**config.mk**
```make
export PLATFORM = sky130hd
export DESIGN_NAME = param_cunit
export DESIGN_NICKNAME = d
export VERILOG_FILES = /design/src/rtl/param_cunit.sv
export SDC_FILE = /design/constraint.sdc
export NUM_CORES = 1
export LEC_CHECK = 0
export ABC_AREA = 0
export CAP_MARGIN = 5
export CORE_ASPECT_RATIO = 1.25
export CORE_MARGIN = 2
export CORE_UTILIZATION = 40
export DETAILED_ROUTE_END_ITERATION = 8
export GPL_TIMING_DRIVEN = 0
export PLACE_DENSITY_LB_ADDON = 0.05
export SETUP_SLACK_MARGIN = 0.5
export SLEW_MARGIN = 15
export SYNTH_ARGS = -nofsm -noshare
export SYNTH_HDL_FRONTEND = slang
export SYNTH_SLANG_ARGS = --single-unit
```
**constraint.sdc**
```tcl
create_clock -name Clock -period 1.9 [get_ports Clock]
set_input_delay 0.19 -clock Clock [delete_from_list [all_inputs] [get_ports Clock]]
set_output_delay 0.19 -clock Clock [all_outputs]
set_load 0.05 [all_outputs]
```
**src/rtl/param_cunit.sv**
```systemverilog
// param_cunit: Moore-style control unit for the LabB single-cycle datapath.
// Fetches from a synchronous instruction ROM (one cycle of read latency),
// decodes through a small FSM and drives data RAM, register file and ALU
// select lines. Register, data-address and PC widths are parameters.
// StateO exposes the FSM state code so external checkers can follow it.
module param_cunit #(
    parameter int RAW = 4,
    parameter int DAW = 8,
    parameter int PCW = 7,
    localparam int IW = 4 + 3 * RAW
) (
    input  logic           Clock,
    input  logic           Reset,
    input  logic [IW-1:0]  I_data,
    input  logic           Alu_Z,
    output logic [PCW-1:0] PC_Out,
    output logic [IW-1:0]  IR_Out,
    output logic [3:0]     StateO,
    output logic [DAW-1:0] D_addr,
    output logic           D_wr,
    output logic           RF_s,
    output logic [RAW-1:0] RF_W_addr,
    output logic           RF_W_wr,
    output logic [RAW-1:0] RF_Ra_addr,
    output logic           RF_Ra_rd,
    output logic [RAW-1:0] RF_Rb_addr,
    output logic           RF_Rb_rd,
    output logic [2:0]     Alu_s0
);

    localparam logic [3:0] S_INIT   = 4'd0;
    localparam logic [3:0] S_FETCH  = 4'd1;
    localparam logic [3:0] S_DECODE = 4'd2;
    localparam logic [3:0] S_NOOP   = 4'd3;
    localparam logic [3:0] S_LOAD_A = 4'd4;
    localparam logic [3:0] S_LOAD_B = 4'd5;
    localparam logic [3:0] S_STORE  = 4'd6;
    localparam logic [3:0] S_ADD    = 4'd7;
    localparam logic [3:0] S_SUB    = 4'd8;
    localparam logic [3:0] S_HALT   = 4'd9;
    localparam logic [3:0] S_JUMP   = 4'd10;

    logic [3:0]     state;
    logic [PCW-1:0] pc;
    logic [IW-1:0]  ir;

    // Instruction fields, always taken from the instruction register.
    logic [3:0]     op;
    logic [RAW-1:0] fa;
    logic [RAW-1:0] fb;
    logic [RAW-1:0] fc;
    logic [DAW-1:0] faddr;
    logic [PCW-1:0] ftgt;

    assign op    = ir[IW-1 -: 4];
    assign fa    = ir[3*RAW-1 -: RAW];
    assign fb    = ir[2*RAW-1 -: RAW];
    assign fc    = ir[RAW-1:0];
    assign faddr = ir[DAW-1:0];
    assign ftgt  = ir[PCW-1:0];

    assign PC_Out = pc;
    assign IR_Out = ir;
    assign StateO = state;

    // State, PC and IR sequencing; reset clears everything asynchronously.
    // The PC increments in FETCH and may be overwritten by a jump target on
    // leaving DECODE; the JUMP bubble then gives the ROM a cycle to settle.
    always_ff @(posedge Clock or posedge Reset) begin
        if (Reset) begin
            state <= S_INIT;
            pc    <= '0;
            ir    <= '0;
        end else begin
            case (state)
                S_INIT:   state <= S_FETCH;
                S_FETCH: begin
                    ir    <= I_data;
                    pc    <= pc + PCW'(1);
                    state <= S_DECODE;
                end
                S_DECODE: begin
                    case (op)
                        4'd1:    state <= S_LOAD_A;
                        4'd2:    state <= S_STORE;
                        4'd3:    state <= S_ADD;
                        4'd4:    state <= S_SUB;
                        4'd5:    state <= S_HALT;
                        4'd6:    state <= S_JUMP;
                        4'd7:    state <= S_JUMP;
                        default: state <= S_NOOP;
                    endcase
                    if (op == 4'd6 || (op == 4'd7 && Alu_Z))
                        pc <= ftgt;
                end
                S_LOAD_A: state <= S_LOAD_B;
                S_HALT:   state <= S_HALT;
                default:  state <= S_FETCH;
            endcase
        end
    end

    // Control outputs decoded from state and IR; anything not driven is 0.
    always_comb begin
        D_addr     = '0;
        D_wr       = 1'b0;
        RF_s       = 1'b0;
        RF_W_addr  = '0;
        RF_W_wr    = 1'b0;
        RF_Ra_addr = '0;
        RF_Ra_rd   = 1'b0;
        RF_Rb_addr = '0;
        RF_Rb_rd   = 1'b0;
        Alu_s0     = 3'b000;
        case (state)
            S_LOAD_A: begin
                D_addr = faddr;
            end
            S_LOAD_B: begin
                D_addr    = faddr;
                RF_s      = 1'b1;
                RF_W_addr = fa;
                RF_W_wr   = 1'b1;
            end
            S_STORE: begin
                D_addr     = faddr;
                D_wr       = 1'b1;
                RF_Ra_addr = fa;
                RF_Ra_rd   = 1'b1;
            end
            S_ADD, S_SUB: begin
                RF_Ra_addr = fb;
                RF_Ra_rd   = 1'b1;
                RF_Rb_addr = fc;
                RF_Rb_rd   = 1'b1;
                RF_W_addr  = fa;
                RF_W_wr    = 1'b1;
                Alu_s0     = (state == S_ADD) ? 3'b001 : 3'b010;
            end
            default: ;
        endcase
    end

endmodule

```
==> PnR_summary.wiki <==
{| class="wikitable"
! Metric !! Value
|-
| Status || finished, violations left
|-
| Violations in the final reports || setup timing
|-
| Number of max-slew violations in the final report || 0
|-
| Number of inserted diodes || 0
|-
| Headroom to the max-slew limit || 0.3597
|-
| Number of buffers added on ports || just over 70
|-
| Setup slack at placement || -0.4082 ns
|-
| Most common library cell in the layout ignoring fill and taps || sky130_fd_sc_hd__buf_8
|-
| RSZ-0062 raised after global routing || true
|-
| Worst-Margin Slew || 0.9545 ns
|-
| Synth warnings || 0
|-
| First-pass GRT wire length || between 8000 and 9000 um
|-
| Net total in the final layout || roughly 270
|-
| Largest net degree at the start of global routing || 28
|-
| Largest vdd supply drop || 1.380 mV
|-
| Die area || around 0.0043 mm^2
|-
| Critical path data required time || roughly 1.7 ns
|-
| Class of the tightest hold or removal check || primary input to async pin
|-
| Number of hold buffers added after cts || 0
|-
| Final setup slack of the worst path || -0.08727 ns
|-
| #FFs+latches synth || 27
|-
| Routed length per placed instance || around 20 um
|-
| Total number of vias || ~1600
|-
| Initial core utilization || 0.4098
|-
| Final standard cell count with taps included and fillers excluded || 287
|-
| Vias per inst || roughly 5.5
|-
| Grt total ovfl || 0
|-
| Number of global-route vias before repair || ~1600
|-
| Final routed wirelength across all metal layers || about 5700 um
|-
| Clk Tree Root Cell || sky130_fd_sc_hd__clkbuf_8
|-
| Synth-to-layout area growth || 106.9%
|-
| Detailed placement HPWL || between 3000 and 4000 um
|-
| Setup CP Type || flop to primary output
|-
| Worst setup skew after layout || slightly below 0.008 ns
|-
| Synth Cell Area || between 0.0015 and 0.002 mm^2
|-
| Total negative slack || -0.7501 ns
|-
| Final design instance area without fill || around 0.0031 mm^2
|-
| GPL Wtd Cong || ~0.78
|-
| Top-level port count || between 70 and 80
|-
| Chip height || about 73 um
|-
| Worst Setup Start Kind || flop
|-
| H-tree depth || 1
|-
| Number of hold-slack violations in the final timing report || 0
|-
| Iteration count of the initial detailed-routing pass || 4
|-
| Number of core rows || 25
|-
| Top library cells by usage in the layout, fill and taps aside || 28 x sky130_fd_sc_hd__buf_8, 25 x sky130_fd_sc_hd__buf_6, 22 x sky130_fd_sc_hd__dfrtp_1
|-
| Clock insertion delay at the later pin of the skew report || between 0.2 and 0.3 ns
|-
| Pwr dens || about 1900 mW/mm^2
|-
| Number of design rule violations left after detail routing || 0
|-
| Number of buffers added by the clock tree synthesis step || 3
|-
| Layout cells sized above 1 || 0.6478
|-
| Clock-pin slew on the worst setup and hold paths || about 0.090 ns
|-
| Number of endpoints failing setup at the final stage || 16
|-
| CTS tree || done
|-
| Antenna violations before repair || 0
|-
| Horizontal die dimension || 59.01 um
|-
| Proportion of synthesized chip area in sequential cells || 0.4467
|-
| Final Critical Period || about 2.0 ns
|-
| Placed Area || around 0.0025 mm^2
|-
| Remaining number of nets flagged by the antenna check after routing || 0
|-
| Number of different library cells in the post-synthesis netlist || 42
|-
| Placeable Area || between 0.003 and 0.004 mm^2
|-
| Leakage || roughly 0.0014 uW
|-
| Placed Instances || 255
|-
| CP Data Arrival Time || roughly 1.8 ns
|-
| Post-Synthesis Mean Instance Area || between 10 and 15 um^2
|-
| Period utilisation layout || 1.046
|-
| Gate count of the mapped netlist || between 100 and 150
|-
| Largest fanout on the critical path || 7
|-
| GRT Resource Usage Total || 0.2628
|-
| Clock sink total || 27
|-
| Type of element capturing the critical path || primary output
|-
| Longest Clk Path Bufs || 2
|-
| Initial drt markers || 65
|-
| Maxcap violations || 0
|-
| Maximum operating frequency || roughly 500 MHz
|-
| Net Count, Synth || 163
|}
[logic make-up (layout without fill, tap and decap cells)]
logic type / after synthesis / after routing / synth area share
compound gates: 31 / 31 / 0.1539
xor+xnor: 1 / 1 / 0.005791
fa+ha+maj: 1 / 1 / 0.008270
other cells: 1 / 1 / 0.002479
simple gates: 55 / 56 / 0.2382
mux: 13 / 13 / 0.09677
buf+inv: 14 / 117 / 0.04796
flops: 27 / 27 / 0.4467
[cell type report]
class                   count  area [um^2]
plain buffers               8        100.1
clock buffers               3        41.29
clock inverters             1        5.005
fillers                   193        560.5
inverters                   6        30.03
multi-input cells         103         1115
flip-flops and latches     27        681.9
well taps                  40        50.05
repair buffers             99         1107
[per-layer routing]
| metal | vias up | GRT usage | routed length, um |
|---|---|---|---|
| li1 | 732 | - | - |
| met1 | 773 | 0.3322 | 2119 |
| met2 | 67 | 0.4593 | 3254 |
| met3 | 12 | 0.03723 | 255 |
| met4 | 0 | 0.07828 | 108 |
| met5 | - | 0 | 0 |
[path summary, 6_finish.rpt]
check / slack (ns) / endpoint / start / cells after the start
worst max-delay path: -0.09 / RF_Rb_addr[1] / StateO[1] / 5
worst min-delay path: 0.32 / StateO[3] / Reset / 2
worst max register to register: 0.03 / PC_Out[3] / StateO[2] / 9
max in group asynchronous: 1.10 / PC_Out[0] / Reset / 2
min in group Clock: 0.50 / IR_Out[2] / I_data[2] / 3
worst min register to register: 0.56 / PC_Out[0] / PC_Out[0] / 1
[power by group]
part | leakage [uW] | switching [uW] | internal [uW]
clock | 0.0000255 | 186 | 147
sequential | 0.000315 | 481 | 871
combinational | 0.00105 | 2450 | 1900
[registers in the layout, summed over array words and instances, names as in the netlist]
register and count:
IR_Out 16, StateO 4, PC_Out 7
[synthesized netlist by cell type]
master                     number  area, um^2
sky130_fd_sc_hd__a22o_1         4       35.03
sky130_fd_sc_hd__a31o_1         2       17.52
sky130_fd_sc_hd__and2_1        14       87.58
sky130_fd_sc_hd__a21o_1         1       7.510
sky130_fd_sc_hd__a21boi_0       2       15.01
sky130_fd_sc_hd__o32ai_1        2       17.52
sky130_fd_sc_hd__and3_1         2       12.51
sky130_fd_sc_hd__dfrtp_1       27       675.7
sky130_fd_sc_hd__nand3_1        3       15.01
sky130_fd_sc_hd__a21oi_1        4       20.02
sky130_fd_sc_hd__nand3_4        1       17.52
sky130_fd_sc_hd__nor2_1         6       22.52
sky130_fd_sc_hd__buf_6          1       11.26
sky130_fd_sc_hd__conb_1         1       3.750
sky130_fd_sc_hd__nor4b_1        1       8.760
sky130_fd_sc_hd__ha_1           1       12.51
sky130_fd_sc_hd__mux2_2        13       146.4
sky130_fd_sc_hd__o221a_1        2       22.52
sky130_fd_sc_hd__a31o_2         2       17.52
sky130_fd_sc_hd__nand2_1       10       37.54
sky130_fd_sc_hd__a41oi_1        1       8.760
sky130_fd_sc_hd__and3b_1        1       8.760
sky130_fd_sc_hd__a211oi_2       1       12.51
sky130_fd_sc_hd__and4_1         1       8.760
sky130_fd_sc_hd__xor2_1         1       8.760
sky130_fd_sc_hd__or3_1          2       12.51
sky130_fd_sc_hd__clkbuf_2       1       5.000
sky130_fd_sc_hd__buf_4          2       15.01
sky130_fd_sc_hd__nand3b_1       4       30.03
sky130_fd_sc_hd__o22ai_1        1       6.260
sky130_fd_sc_hd__clkbuf_1       1       3.750
sky130_fd_sc_hd__nand2b_1       4       25.02
sky130_fd_sc_hd__nand4b_1       1       8.760
sky130_fd_sc_hd__o21ai_0        6       30.03
sky130_fd_sc_hd__buf_2          3       15.01
sky130_fd_sc_hd__nand4_1        1       6.260
sky130_fd_sc_hd__o211ai_1       1       7.510
sky130_fd_sc_hd__inv_1          6       22.52
sky130_fd_sc_hd__nor4b_4        2       47.55
sky130_fd_sc_hd__nor3_1         1       5.000
sky130_fd_sc_hd__a211oi_1       2       15.01
sky130_fd_sc_hd__nor2b_1        1       6.260
[critical path, stage by stage, from the launching register on]
cell                       delay [ns]
sky130_fd_sc_hd__dfrtp_2         0.47
sky130_fd_sc_hd__nand2b_4        0.16
sky130_fd_sc_hd__or3_4           0.47
sky130_fd_sc_hd__nand2_8         0.13
sky130_fd_sc_hd__and2_4          0.15
sky130_fd_sc_hd__buf_8           0.14
[per-stage QoR]
stage | hold slack, ns | total power [uW] | util
floorplan | 0.2424 | 3770 | -
global placement | 0.5245 | 4728 | 0.6837
detailed placement | 0.5296 | 4806 | 0.6837
CTS | 0.4679 | 5762 | 0.8234
global route | 0.3947 | 6284 | 0.8481
finish | 0.3191 | 6034 | 0.8481
[repair_timing]
action                     CTS  global route
setup buffers               17             7
cloned                       4             0
gates resized for setup    316            38
setup endpoints to repair   79            66
pin swaps                   20            13
Note: power is estimated with default switching activity, not from simulation.
